`src/rtl/fast_detect.sv`:
```
// FAST corner detector over a blurred image held in external memory.
// Pixels are visited in raster order. For each interior pixel the centre and
// the 16 pixels of the radius-3 Bresenham circle are read (17 reads), one WAIT
// cycle captures the last read, an EVAL cycle classifies the circle and a WRITE
// cycle stores the corner flag. Border pixels are written with flag 0 in one cycle.
//
// Ports:
//   clk, rst                 clock, synchronous active-high reset
//   new_trans                start pulse (honoured only when idle)
//   threshold, max_x, max_y  frame parameters, latched at start
//   x/y_addr_img, ren_img    image read port; rdat_img valid one cycle later
//   rdat_img                 image read data
//   x/y_addr_out, wen_out    corner-map write port; wdat_out is the flag
//   busy, det_done           activity flag and one-cycle completion pulse
//   corner_count             number of corners found in the current frame
module fast_detect #(
  parameter int X_MAX       = 200,
  parameter int Y_MAX       = 200,
  parameter int PIXEL_DEPTH = 8,
  parameter int ARC_LEN     = 9
) (
  input  logic                               clk,
  input  logic                               rst,
  input  logic                               new_trans,
  input  logic [PIXEL_DEPTH-1:0]             threshold,
  input  logic [$clog2(X_MAX)-1:0]           max_x,
  input  logic [$clog2(Y_MAX)-1:0]           max_y,
  output logic [$clog2(X_MAX):0]             x_addr_img,
  output logic [$clog2(Y_MAX):0]             y_addr_img,
  output logic                               ren_img,
  input  logic [PIXEL_DEPTH-1:0]             rdat_img,
  output logic [$clog2(X_MAX):0]             x_addr_out,
  output logic [$clog2(Y_MAX):0]             y_addr_out,
  output logic                               wen_out,
  output logic                               wdat_out,
  output logic                               busy,
  output logic                               det_done,
  output logic [$clog2(X_MAX*Y_MAX):0]       corner_count
);

  localparam int XW = $clog2(X_MAX);
  localparam int YW = $clog2(Y_MAX);
  localparam int CW = $clog2(X_MAX*Y_MAX) + 1;
  localparam int PD = PIXEL_DEPTH;

  typedef enum logic [2:0] {S_IDLE, S_FETCH, S_WAIT, S_EVAL, S_WRITE, S_DONE} state_t;

  state_t          state_q, state_d;
  logic [XW-1:0]   x_q, x_d, mx_q, mx_d;
  logic [YW-1:0]   y_q, y_d, my_q, my_d;
  logic [PD-1:0]   thr_q, thr_d;
  logic [4:0]      idx_q, idx_d;
  logic [PD-1:0]   pix_q [0:16];
  logic [PD-1:0]   pix_d [0:16];
  logic            corner_q, corner_d;
  logic [CW-1:0]   cnt_q, cnt_d;

  logic [15:0]     bright, dark;
  logic            cur_int;
  logic signed [3:0] dx, dy;
  logic signed [XW:0] x_sum;
  logic signed [YW:0] y_sum;

  function automatic logic is_interior(input logic [XW-1:0] x, input logic [XW-1:0] mx,
                                       input logic [YW-1:0] y, input logic [YW-1:0] my);
    // With a dimension below 7 pixels the circle never fits, so no interior exists.
    return (mx >= XW'(6)) && (my >= YW'(6)) &&
           (x >= XW'(3)) && (x <= mx - XW'(3)) &&
           (y >= YW'(3)) && (y <= my - YW'(3));
  endfunction

  function automatic logic signed [3:0] off_dx(input logic [3:0] pos);
    case (pos)
      4'd0, 4'd8:                off_dx = 4'sd0;
      4'd1, 4'd7:                off_dx = 4'sd1;
      4'd2, 4'd6:                off_dx = 4'sd2;
      4'd3, 4'd4, 4'd5:          off_dx = 4'sd3;
      4'd9, 4'd15:               off_dx = -4'sd1;
      4'd10, 4'd14:              off_dx = -4'sd2;
      default:                   off_dx = -4'sd3;
    endcase
  endfunction

  function automatic logic signed [3:0] off_dy(input logic [3:0] pos);
    case (pos)
      4'd0, 4'd1, 4'd15:         off_dy = -4'sd3;
      4'd2, 4'd14:               off_dy = -4'sd2;
      4'd3, 4'd13:               off_dy = -4'sd1;
      4'd4, 4'd12:               off_dy = 4'sd0;
      4'd5, 4'd11:               off_dy = 4'sd1;
      4'd6, 4'd10:               off_dy = 4'sd2;
      default:                   off_dy = 4'sd3;
    endcase
  endfunction

  // True when some window of ARC_LEN circularly adjacent bits is all ones.
  function automatic logic has_arc(input logic [15:0] v);
    logic hit;
    logic run;
    logic [3:0] j;
    hit = 1'b0;
    for (int s = 0; s < 16; s++) begin
      run = 1'b1;
      for (int k = 0; k < ARC_LEN; k++) begin
        j   = 4'(s + k);
        run = run & v[j];
      end
      hit = hit | run;
    end
    return hit;
  endfunction

  // Read address: index 0 is the centre, index n>0 is circle position n-1.
  always_comb begin
    logic [3:0] pos;
    pos   = 4'(idx_q - 5'd1);
    dx    = (idx_q == 5'd0) ? 4'sd0 : off_dx(pos);
    dy    = (idx_q == 5'd0) ? 4'sd0 : off_dy(pos);
    x_sum = $signed({1'b0, x_q}) + $signed({{(XW-3){dx[3]}}, dx});
    y_sum = $signed({1'b0, y_q}) + $signed({{(YW-3){dy[3]}}, dy});
  end

  // Comparisons carried at PD+1 bits so c+t and p+t can never wrap.
  always_comb begin
    logic [PD:0] c_ext, t_ext, p_ext;
    c_ext = {1'b0, pix_q[0]};
    t_ext = {1'b0, thr_q};
    for (int i = 0; i < 16; i++) begin
      p_ext     = {1'b0, pix_q[i+1]};
      bright[i] = p_ext > (c_ext + t_ext);
      dark[i]   = (p_ext + t_ext) < c_ext;
    end
  end

  assign cur_int = is_interior(x_q, mx_q, y_q, my_q);

  always_comb begin
    state_d  = state_q;
    x_d      = x_q;
    y_d      = y_q;
    mx_d     = mx_q;
    my_d     = my_q;
    thr_d    = thr_q;
    idx_d    = idx_q;
    pix_d    = pix_q;
    corner_d = corner_q;
    cnt_d    = cnt_q;
    case (state_q)
      S_IDLE: begin
        if (new_trans) begin
          thr_d   = threshold;
          mx_d    = max_x;
          my_d    = max_y;
          cnt_d   = '0;
          x_d     = '0;
          y_d     = '0;
          idx_d   = '0;
          state_d = is_interior('0, max_x, '0, max_y) ? S_FETCH : S_WRITE;
        end
      end
      S_FETCH: begin
        // Data for the read issued last cycle arrives now.
        if (idx_q != 5'd0) pix_d[idx_q - 5'd1] = rdat_img;
        if (idx_q == 5'd16) state_d = S_WAIT;
        else                idx_d   = idx_q + 5'd1;
      end
      S_WAIT: begin
        pix_d[16] = rdat_img;
        state_d   = S_EVAL;
      end
      S_EVAL: begin
        corner_d = has_arc(bright) | has_arc(dark);
        state_d  = S_WRITE;
      end
      S_WRITE: begin
        if (cur_int && corner_q && (cnt_q != '1)) cnt_d = cnt_q + 1'b1;
        if ((x_q == mx_q) && (y_q == my_q)) begin
          state_d = S_DONE;
        end else begin
          if (x_q == mx_q) begin
            x_d = '0;
            y_d = y_q + 1'b1;
          end else begin
            x_d = x_q + 1'b1;
          end
          idx_d   = '0;
          state_d = is_interior(x_d, mx_q, y_d, my_q) ? S_FETCH : S_WRITE;
        end
      end
      S_DONE:  state_d = S_IDLE;
      default: state_d = S_IDLE;
    endcase
  end

  always_ff @(posedge clk) begin
    if (rst) begin
      state_q  <= S_IDLE;
      x_q      <= '0;
      y_q      <= '0;
      idx_q    <= '0;
      corner_q <= 1'b0;
      cnt_q    <= '0;
    end else begin
      state_q  <= state_d;
      x_q      <= x_d;
      y_q      <= y_d;
      idx_q    <= idx_d;
      corner_q <= corner_d;
      cnt_q    <= cnt_d;
    end
  end

  // Datapath holding registers: only meaningful once a frame has started.
  always_ff @(posedge clk) begin
    mx_q  <= mx_d;
    my_q  <= my_d;
    thr_q <= thr_d;
    pix_q <= pix_d;
  end

  always_comb begin
    ren_img      = (state_q == S_FETCH);
    wen_out      = (state_q == S_WRITE);
    x_addr_img   = ren_img ? x_sum[XW:0] : '0;
    y_addr_img   = ren_img ? y_sum[YW:0] : '0;
    x_addr_out   = wen_out ? {1'b0, x_q} : '0;
    y_addr_out   = wen_out ? {1'b0, y_q} : '0;
    wdat_out     = wen_out && cur_int && corner_q;
    busy         = (state_q != S_IDLE);
    det_done     = (state_q == S_DONE);
    corner_count = cnt_q;
  end

endmodule

```
`config.mk`:
```
export PLATFORM = sky130hd
export DESIGN_NAME = fast_detect
export DESIGN_NICKNAME = d
export VERILOG_FILES = /design/src/rtl/fast_detect.sv
export SDC_FILE = /design/constraint.sdc
export NUM_CORES = 1
export LEC_CHECK = 0
export CORE_MARGIN = 2
export CORE_UTILIZATION = 60
export CTS_CLUSTER_DIAMETER = 60
export DETAILED_ROUTE_END_ITERATION = 16
export PLACE_DENSITY = 0.79
export RECOVER_POWER = 50
export SLEW_MARGIN = 20
export SYNTH_ARGS = -nofsm -noshare
export SYNTH_HDL_FRONTEND = slang
export SYNTH_SLANG_ARGS = --single-unit
```
`constraint.sdc`:
```
create_clock -name clk -period 6.7 [get_ports clk]
set_clock_uncertainty 0.1 [all_clocks]
set_input_delay 0.67 -clock clk [delete_from_list [all_inputs] [get_ports clk]]
set_output_delay 0.67 -clock clk [all_outputs]
set_load 0.005 [all_outputs]
```
Yosys cells after proc, flatten, opt, wreduce, memory -nomap -nowiden
Memory sizes are Yosys's and may differ from the RTL's. Cells that the tools add are included.

Memories: 2. Output and inout bits: 58. Logic and storage cells: 464. Register bits: 202. Input bits: 35. ROM bits: 128.

Memory list: (no name shown) (words 16, width 4, rd ports 1, clocked after memory_dff 0, write ports 0, line 73) `case (pos)`; (no name shown) (words 16, width 4, rd ports 1, clocked after memory_dff 0, write ports 0, line 85) `case (pos)`.

Reductions and logical operators: 29. Eq/ne operators: 15. Muxes and demuxes: 34. Order comparisons: 44. Add/subtract/negate cells: 26. Bitwise operators: 288.

Operators with widths (count): $and 1x1->1 (256); $add 8x8->9 (17); $gt 8x9->1 (16); $lt 9x8->1 (16); $bwmux 136 (1); $mux 8 (13); $pmux 8 s2 (3); $demux 8 s5 (1); $mux 17 (2); $pmux 17 s2 (1); $ge 8x2->1 const B (4); $le 8x8->1 (4); $or 1x1->1 (31); $add 9x4->9 (2); $mux 9 (2); $add 17x1->17 const B (1); $ne 17x17->1 const B (1); $add 8x1->8 const B (2); $eq 8x8->1 (2); $ge 8x3->1 const B (2); $sub 8x2->8 const B (2); $logic_and 1x1->1 (15); $mux 5 (3); $pmux 3 s5 (1); 22 further kinds (38).

Depth between registers and ports, before layout
Gate-level depths: netlist of run 1.

Depth after elaboration: 26. Mapped depth: 20. Mapped depth without buffers: 20.

Least setup slack after synthesis of run 1
No wires, ideal clock.

Path type: register to register. From: register thr_q[1]. To: register corner_q. Required time: 6478 ps. Cell stages (with the launch flop): 16. Setup time: 122 ps. Data arrival time: 5531 ps. Buffers on the path: 0. Period minus slack after synthesis: 5753 ps. Path slack: 947 ps. Cell sequence: edfxtp_1 inv_1 fa_1 nand2b_1 nand2b_1 a21oi_1 xor2_1 ha_1 a21o_1 a2111oi_0 o311ai_0 o21ai_0 a211oi_1 and3_1 o211a_1 a311o_1.

Word-level cells in the longest chain between the ends: 26. Elaborated cells on any way between the ends: 336. Classes of those cells: add/sub (17); order compare (32); bitwise (287).

Ends and longest elaborated chain: from (decl) (line 51) `logic [PD-1:0] thr_q, thr_d;`; from (signal assigned) (line 217) `thr_q <= thr_d;`; $add 8x8->9, on equally long branches (line 130, 131); $gt 8x9->1 / $lt 9x8->1 (equally long branches) (line 130, 131); $and 1x1->1 (8 in a row) (line 106) `run = run & v[j];`; $or 1x1->1 (15 in a row) (line 108) `hit = hit | run;`; $or 1x1->1 (*) (line 172) `corner_d = has_arc(bright) | has_arc(dark);`; to (signal assigned) (line 208) `corner_q <= corner_d;`; to (decl) (line 55) `logic corner_q, corner_d;`.

Mark *: on every way between the ends. The rest lies on a longest branch, timed or not. A chain may end at the register's enable or synchronous reset.

Worst setup path after layout of run 1
From: register idx_q[0]. To: output x_addr_img[8].

Word-level cells in the longest chain between the ends: 5. Elaborated cells on any way between the ends: 6. Classes of those cells: add/sub (2); mux (2); reduce/logical (1); memory (1).

Ends and longest elaborated chain: from (decl) (line 52) `logic [4:0] idx_q, idx_d;`; from (signal assigned) (line 207) `idx_q <= idx_d;`; $sub 5x1->5; $mem_v2 16x4; $mux 4 (*) (line 117) `dx = (idx_q == 5'd0) ? 4'sd0 : off_dx(pos);`; $add 9x4->9 (*) (line 119) `x_sum = $signed({1'b0, x_q}) + $signed({{(XW-3){dx[3]}}, dx});`; $mux 9 (*) (line 224) `x_addr_img = ren_img ? x_sum[XW:0] : '0;`; to (decl) (line 28) `output logic [$clog2(X_MAX):0] x_addr_img,`.

Marked as above.

==> results.py, run 1 <==
metrics = {
    "timing": {
        "rsz0062_at_grt": "false",
        "min_period_ps": 5750,
        "worst_slew_pin_slew_ps": 1330,
        "finalMaxSlewViolations": 0,
        "period_share_pct": 85.9,
        "max_freq_ghz": 0.174,
        "fin_setup_tns_ps": 0,
        "setup_viol": 0,
        "hold_slack_ps": 413,
        "max_slew_margin_pct": 11.6,
        "finalHoldViolations": 0,
    },
    "yosys": {
        "synth_top_cells_by_count": "423 x ha_1, 214 x nor2_1, 166 x a21oi_1",
        "synth_warnings": 0,
        "yosys.area.top_type_share_pct": 26.2,
        "avgSynthCellArea_um2": 9.45,
        "post_synth_num_cell_types": 85,
        "synth-edff-count": 160,
        "ys_ff_latch": 202,
        "yosysMostFrequentCell": "ha_1",
        "ys_async_sr_fraction_pct": 0,
        "postSynthCellCount": 2141,
        "synth_top_cell_by_area": "ha_1",
        "ys_top_cells_by_area": "ha_1 26%, edfxtp_1 24%, xnor2_1 4.8%, dfxtp_1 4.2%, a21oi_1 4.1%",
        "netlist_area_um2": 20200,
        "synthFlopType": "edfxtp_1",
        "ys_seq_area_share_pct": 27.9,
    },
    "hold_path": {
        "min_from": "corner_count[9]$_SDFFE_PP0P_",
        "whs_path_depth": 2,
        "worstHoldEndpoint": "corner_count[9]$_SDFFE_PP0P_",
        "hold_class": "reg -> reg",
    },
    "finish": {
        "design_area_um2": 22500,
        "multi_input_area_um2": 14000,
        "fill_cells": 2626,
        "areaGrowthSynthToFinish_pct": 11.3,
        "antenna_cells": 0,
        "regArea_um2": 5650,
        "drive_above_1_share_pct": 4.28,
        "final_cells": 2715,
        "layout.nets": 2727,
    },
    "clocking": {
        "clk_pin_slew_ps": 60,
        "cts_buffer_depth": 3,
        "cts_hold_repair.buffers": 0,
        "cts.sinks": 202,
        "clock-root-buffer": "clkbuf_16",
        "numCtsBuffers": 23,
        "postCtsSetupBuffers": 0,
        "cts_max_level": 1,
        "insertion_delay_ps": 540,
        "cts_tree": "done",
        "cts-resized-gates": 0,
    },
    "die": {
        "io_pins": 93,
        "die_h_um": 188,
        "start_util_pct": 60.6,
        "fp.dieW_um": 188,
        "row_count": 67,
        "core_um2": 33400,
        "dieArea_um2": 35200,
    },
    "global_routing": {
        "met3_usage_pct": 4.45,
        "grt_usage_pct": 33.6,
        "grt_max_degree": 33,
        "gr-usage-met2_pct": 58.5,
        "met1_usage_pct": 39.9,
        "grt_pass1_wl_mm": 93.5,
        "grt_busiest_layer": "met2",
        "grt_antenna_before_repair": 0,
        "grt_pass1_vias": 17600,
        "globalRouteOverflowTotal": 0,
    },
    "drt": {
        "wire_per_inst_um": 22.2,
        "vias": 17600,
        "drt_iter0_drc": 1353,
        "final_antenna_net_count": 0,
        "drc": 0,
        "routed_wl_mm": 60.3,
        "dr.pass1.iters": 5,
        "viasPerCell": 6.49,
    },
    "power": {
        "clkPwrFrac_pct": 36.2,
        "power.switching_mw": 1.03,
        "switching_share_pct": 30.1,
        "pwr-share-seq_pct": 40.3,
        "p_per_area_nw_per_um2": 151,
        "power_frac_comb_pct": 23.4,
        "p_int_mw": 2.38,
        "leakage_nw": 9.80,
        "ir_worst_vdd_uv": 211,
    },
    "worst_setup_path": {
        "slowest_stage": "a211oi_1",
        "crit_type": "reg -> out",
        "rrSetupSlack_ps": 1280,
        "crit_path_max_incr_delay_ps": 960,
        "cp_cell_sequence": "inv_1 -> ha_1 -> xnor2_1 -> a211oi_1 -> ha_1 -> a21o_1 -> a21o_1 -> a21o_1 -> a21oi_1 -> o21bai_1 -> a21oi_1 -> xor2_1 -> nor2_1 -> clkdlybuf4s50_1",
        "r2r-start": "thr_q[2]$_DFFE_PP_",
        "r2r-end": "corner_q$_SDFFE_PP0P_",
        "crit_fanout": 12,
        "ff2ff_path_depth": 19,
        "critPathLaunchType": "register",
        "cp_data_required_time_ps": 5930,
        "path_common_cell": "a21o_1",
        "crit_path_end_kind": "output port",
        "critical_path_arrival_ps": 4980,
    },
    "place": {
        "portBuffers": 90,
        "place_hpwl_mm": 44.8,
        "dp.cells": 2673,
        "place_area_um2": 21800,
        "gp_congestion": 0.963,
    },
    "job": {
        "cap_violations": 0,
    },
    "status": {
        "status": "completed",
    },
}
[power groups by stage]
stage | Combinational, mW | Sequential (mW) | Clock [mW]
2_1_floorplan | 0.526 | 1.41 | 0
3_3_place_gp | 0.742 | 1.40 | 0
3_5_place_dp | 0.784 | 1.40 | 0
4_1_cts | 0.790 | 1.37 | 1.25
5_1_grt | 0.881 | 1.37 | 1.30
6_report | 0.798 | 1.37 | 1.23
[state kept, by name (all words and copies together) (netlist names), 3 cells and up]
| name | count |
|---|---|
| my_q | 8 |
| mx_q | 8 |
| corner_count | 17 |
| y_q | 8 |
| thr_q | 8 |
| pix_q | 136 |
| state_q | 3 |
| idx_q | 5 |
| x_q | 8 |
[cell type report]
cell class              instances  area share [%]
multi-input cells            1785            62.3
flip-flops and latches        202            25.1
repair buffers                120            4.96
clock buffers                  28            2.87
well taps                     448            2.49
inverters                     118            1.97
clock inverters                14           0.394
[worst max-delay path, delay by kind of cell, from the launching register on]
kind | cells | cell delay [ps]
fa+ha+maj | 2 | 810
simple gates | 1 | 120
compound gates | 7 | 1960
buf+inv | 2 | 680
xor+xnor | 2 | 390
flops | 1 | 480
[layer usage]
layer	share of wire (%)	up-vias
met5	0	-
met4	6.5	0
met3	7.4	239
met2	47	796
met1	39	8322
li1	-	8268
[logic make-up (layout without fill, tap and decap cells)]
family                     after synthesis  in the layout  synth area share [%]
AOI/OAI and AO/OA                      568            568                  18.6
xor gates and xnor gates               165            165                  7.28
adders and majority gates              444            444                  28.1
buffers and inverters                  155            280                  2.99
DFF                                    202            202                  27.9
muxes                                    5              5                 0.260
other                                    1              2                0.0185
and+or+nand+nor                        601            601                  14.8
[layout by cell type, fill, tap and decap left out, types with 6 or more instances in the layout]
master,Yosys,layout
a2111oi_0,14,13
a211o_1,7,7
a211oi_1,33,33
a21o_1,62,62
a21oi_1,166,166
a31oi_1,17,17
and2_1,8,8
and3_1,30,30
buf_4,4,29
clkbuf_16,0,25
clkdlybuf4s50_1,0,38
dfxtp_1,42,42
dlygate4sd3_1,0,51
edfxtp_1,160,160
fa_1,19,19
ha_1,423,423
inv_1,117,117
nand2_1,90,90
nand2b_1,20,20
nand3_1,48,48
nand3b_1,8,8
nand4_1,34,34
nor2_1,214,214
nor2b_1,33,33
nor3_1,49,49
nor4_1,16,16
o211ai_1,12,12
o21a_1,30,30
o21ai_0,88,88
o21bai_1,48,48
o22ai_1,7,7
o31a_1,6,6
o31ai_1,9,9
or2_2,6,6
or3_1,14,14
or4_1,7,7
xnor2_1,111,109
xor2_1,52,49
[how the worst max path moves through the flow]
stage                                     start                     to  slack (ps)  cells past startpoint
after detailed placement     thr_q[2]$_DFFE_PP_  corner_q$_SDFFE_PP0P_        1390                     19
after global placement       thr_q[2]$_DFFE_PP_  corner_q$_SDFFE_PP0P_        1500                     19
after CTS                 idx_q[0]$_SDFFE_PP0P_          x_addr_img[8]         950                     14
final                     idx_q[0]$_SDFFE_PP0P_          x_addr_img[8]         950                     14
after floorplan              thr_q[1]$_DFFE_PP_  corner_q$_SDFFE_PP0P_         950                     15
after global routing      idx_q[0]$_SDFFE_PP0P_          x_addr_img[8]         650                     14
[per-stage QoR]
step | power [mW] | worst slack [ps] | utilization [%]
CTS | 3.41 | 954 | 67.5
detailed placement | 2.18 | 1390 | 65.3
global placement | 2.14 | 1500 | 65.3
floorplan | 1.94 | 947 | -
global route | 3.55 | 654 | 67.5
finish | 3.40 | 946 | 67.5
(Power assumes the default switching activity.)
==> inputs of run 2 (changes only) <==
--- a/config.mk
+++ b/config.mk
@@ -9,6 +9,7 @@
 export CORE_UTILIZATION = 60
 export CTS_CLUSTER_DIAMETER = 60
 export DETAILED_ROUTE_END_ITERATION = 16
+export HOLD_SLACK_MARGIN = 0.12
 export PLACE_DENSITY = 0.79
 export RECOVER_POWER = 50
 export SLEW_MARGIN = 20
==> results of run 2 <==
No change in the layout: final DEF, timing and power equal those of run 1.
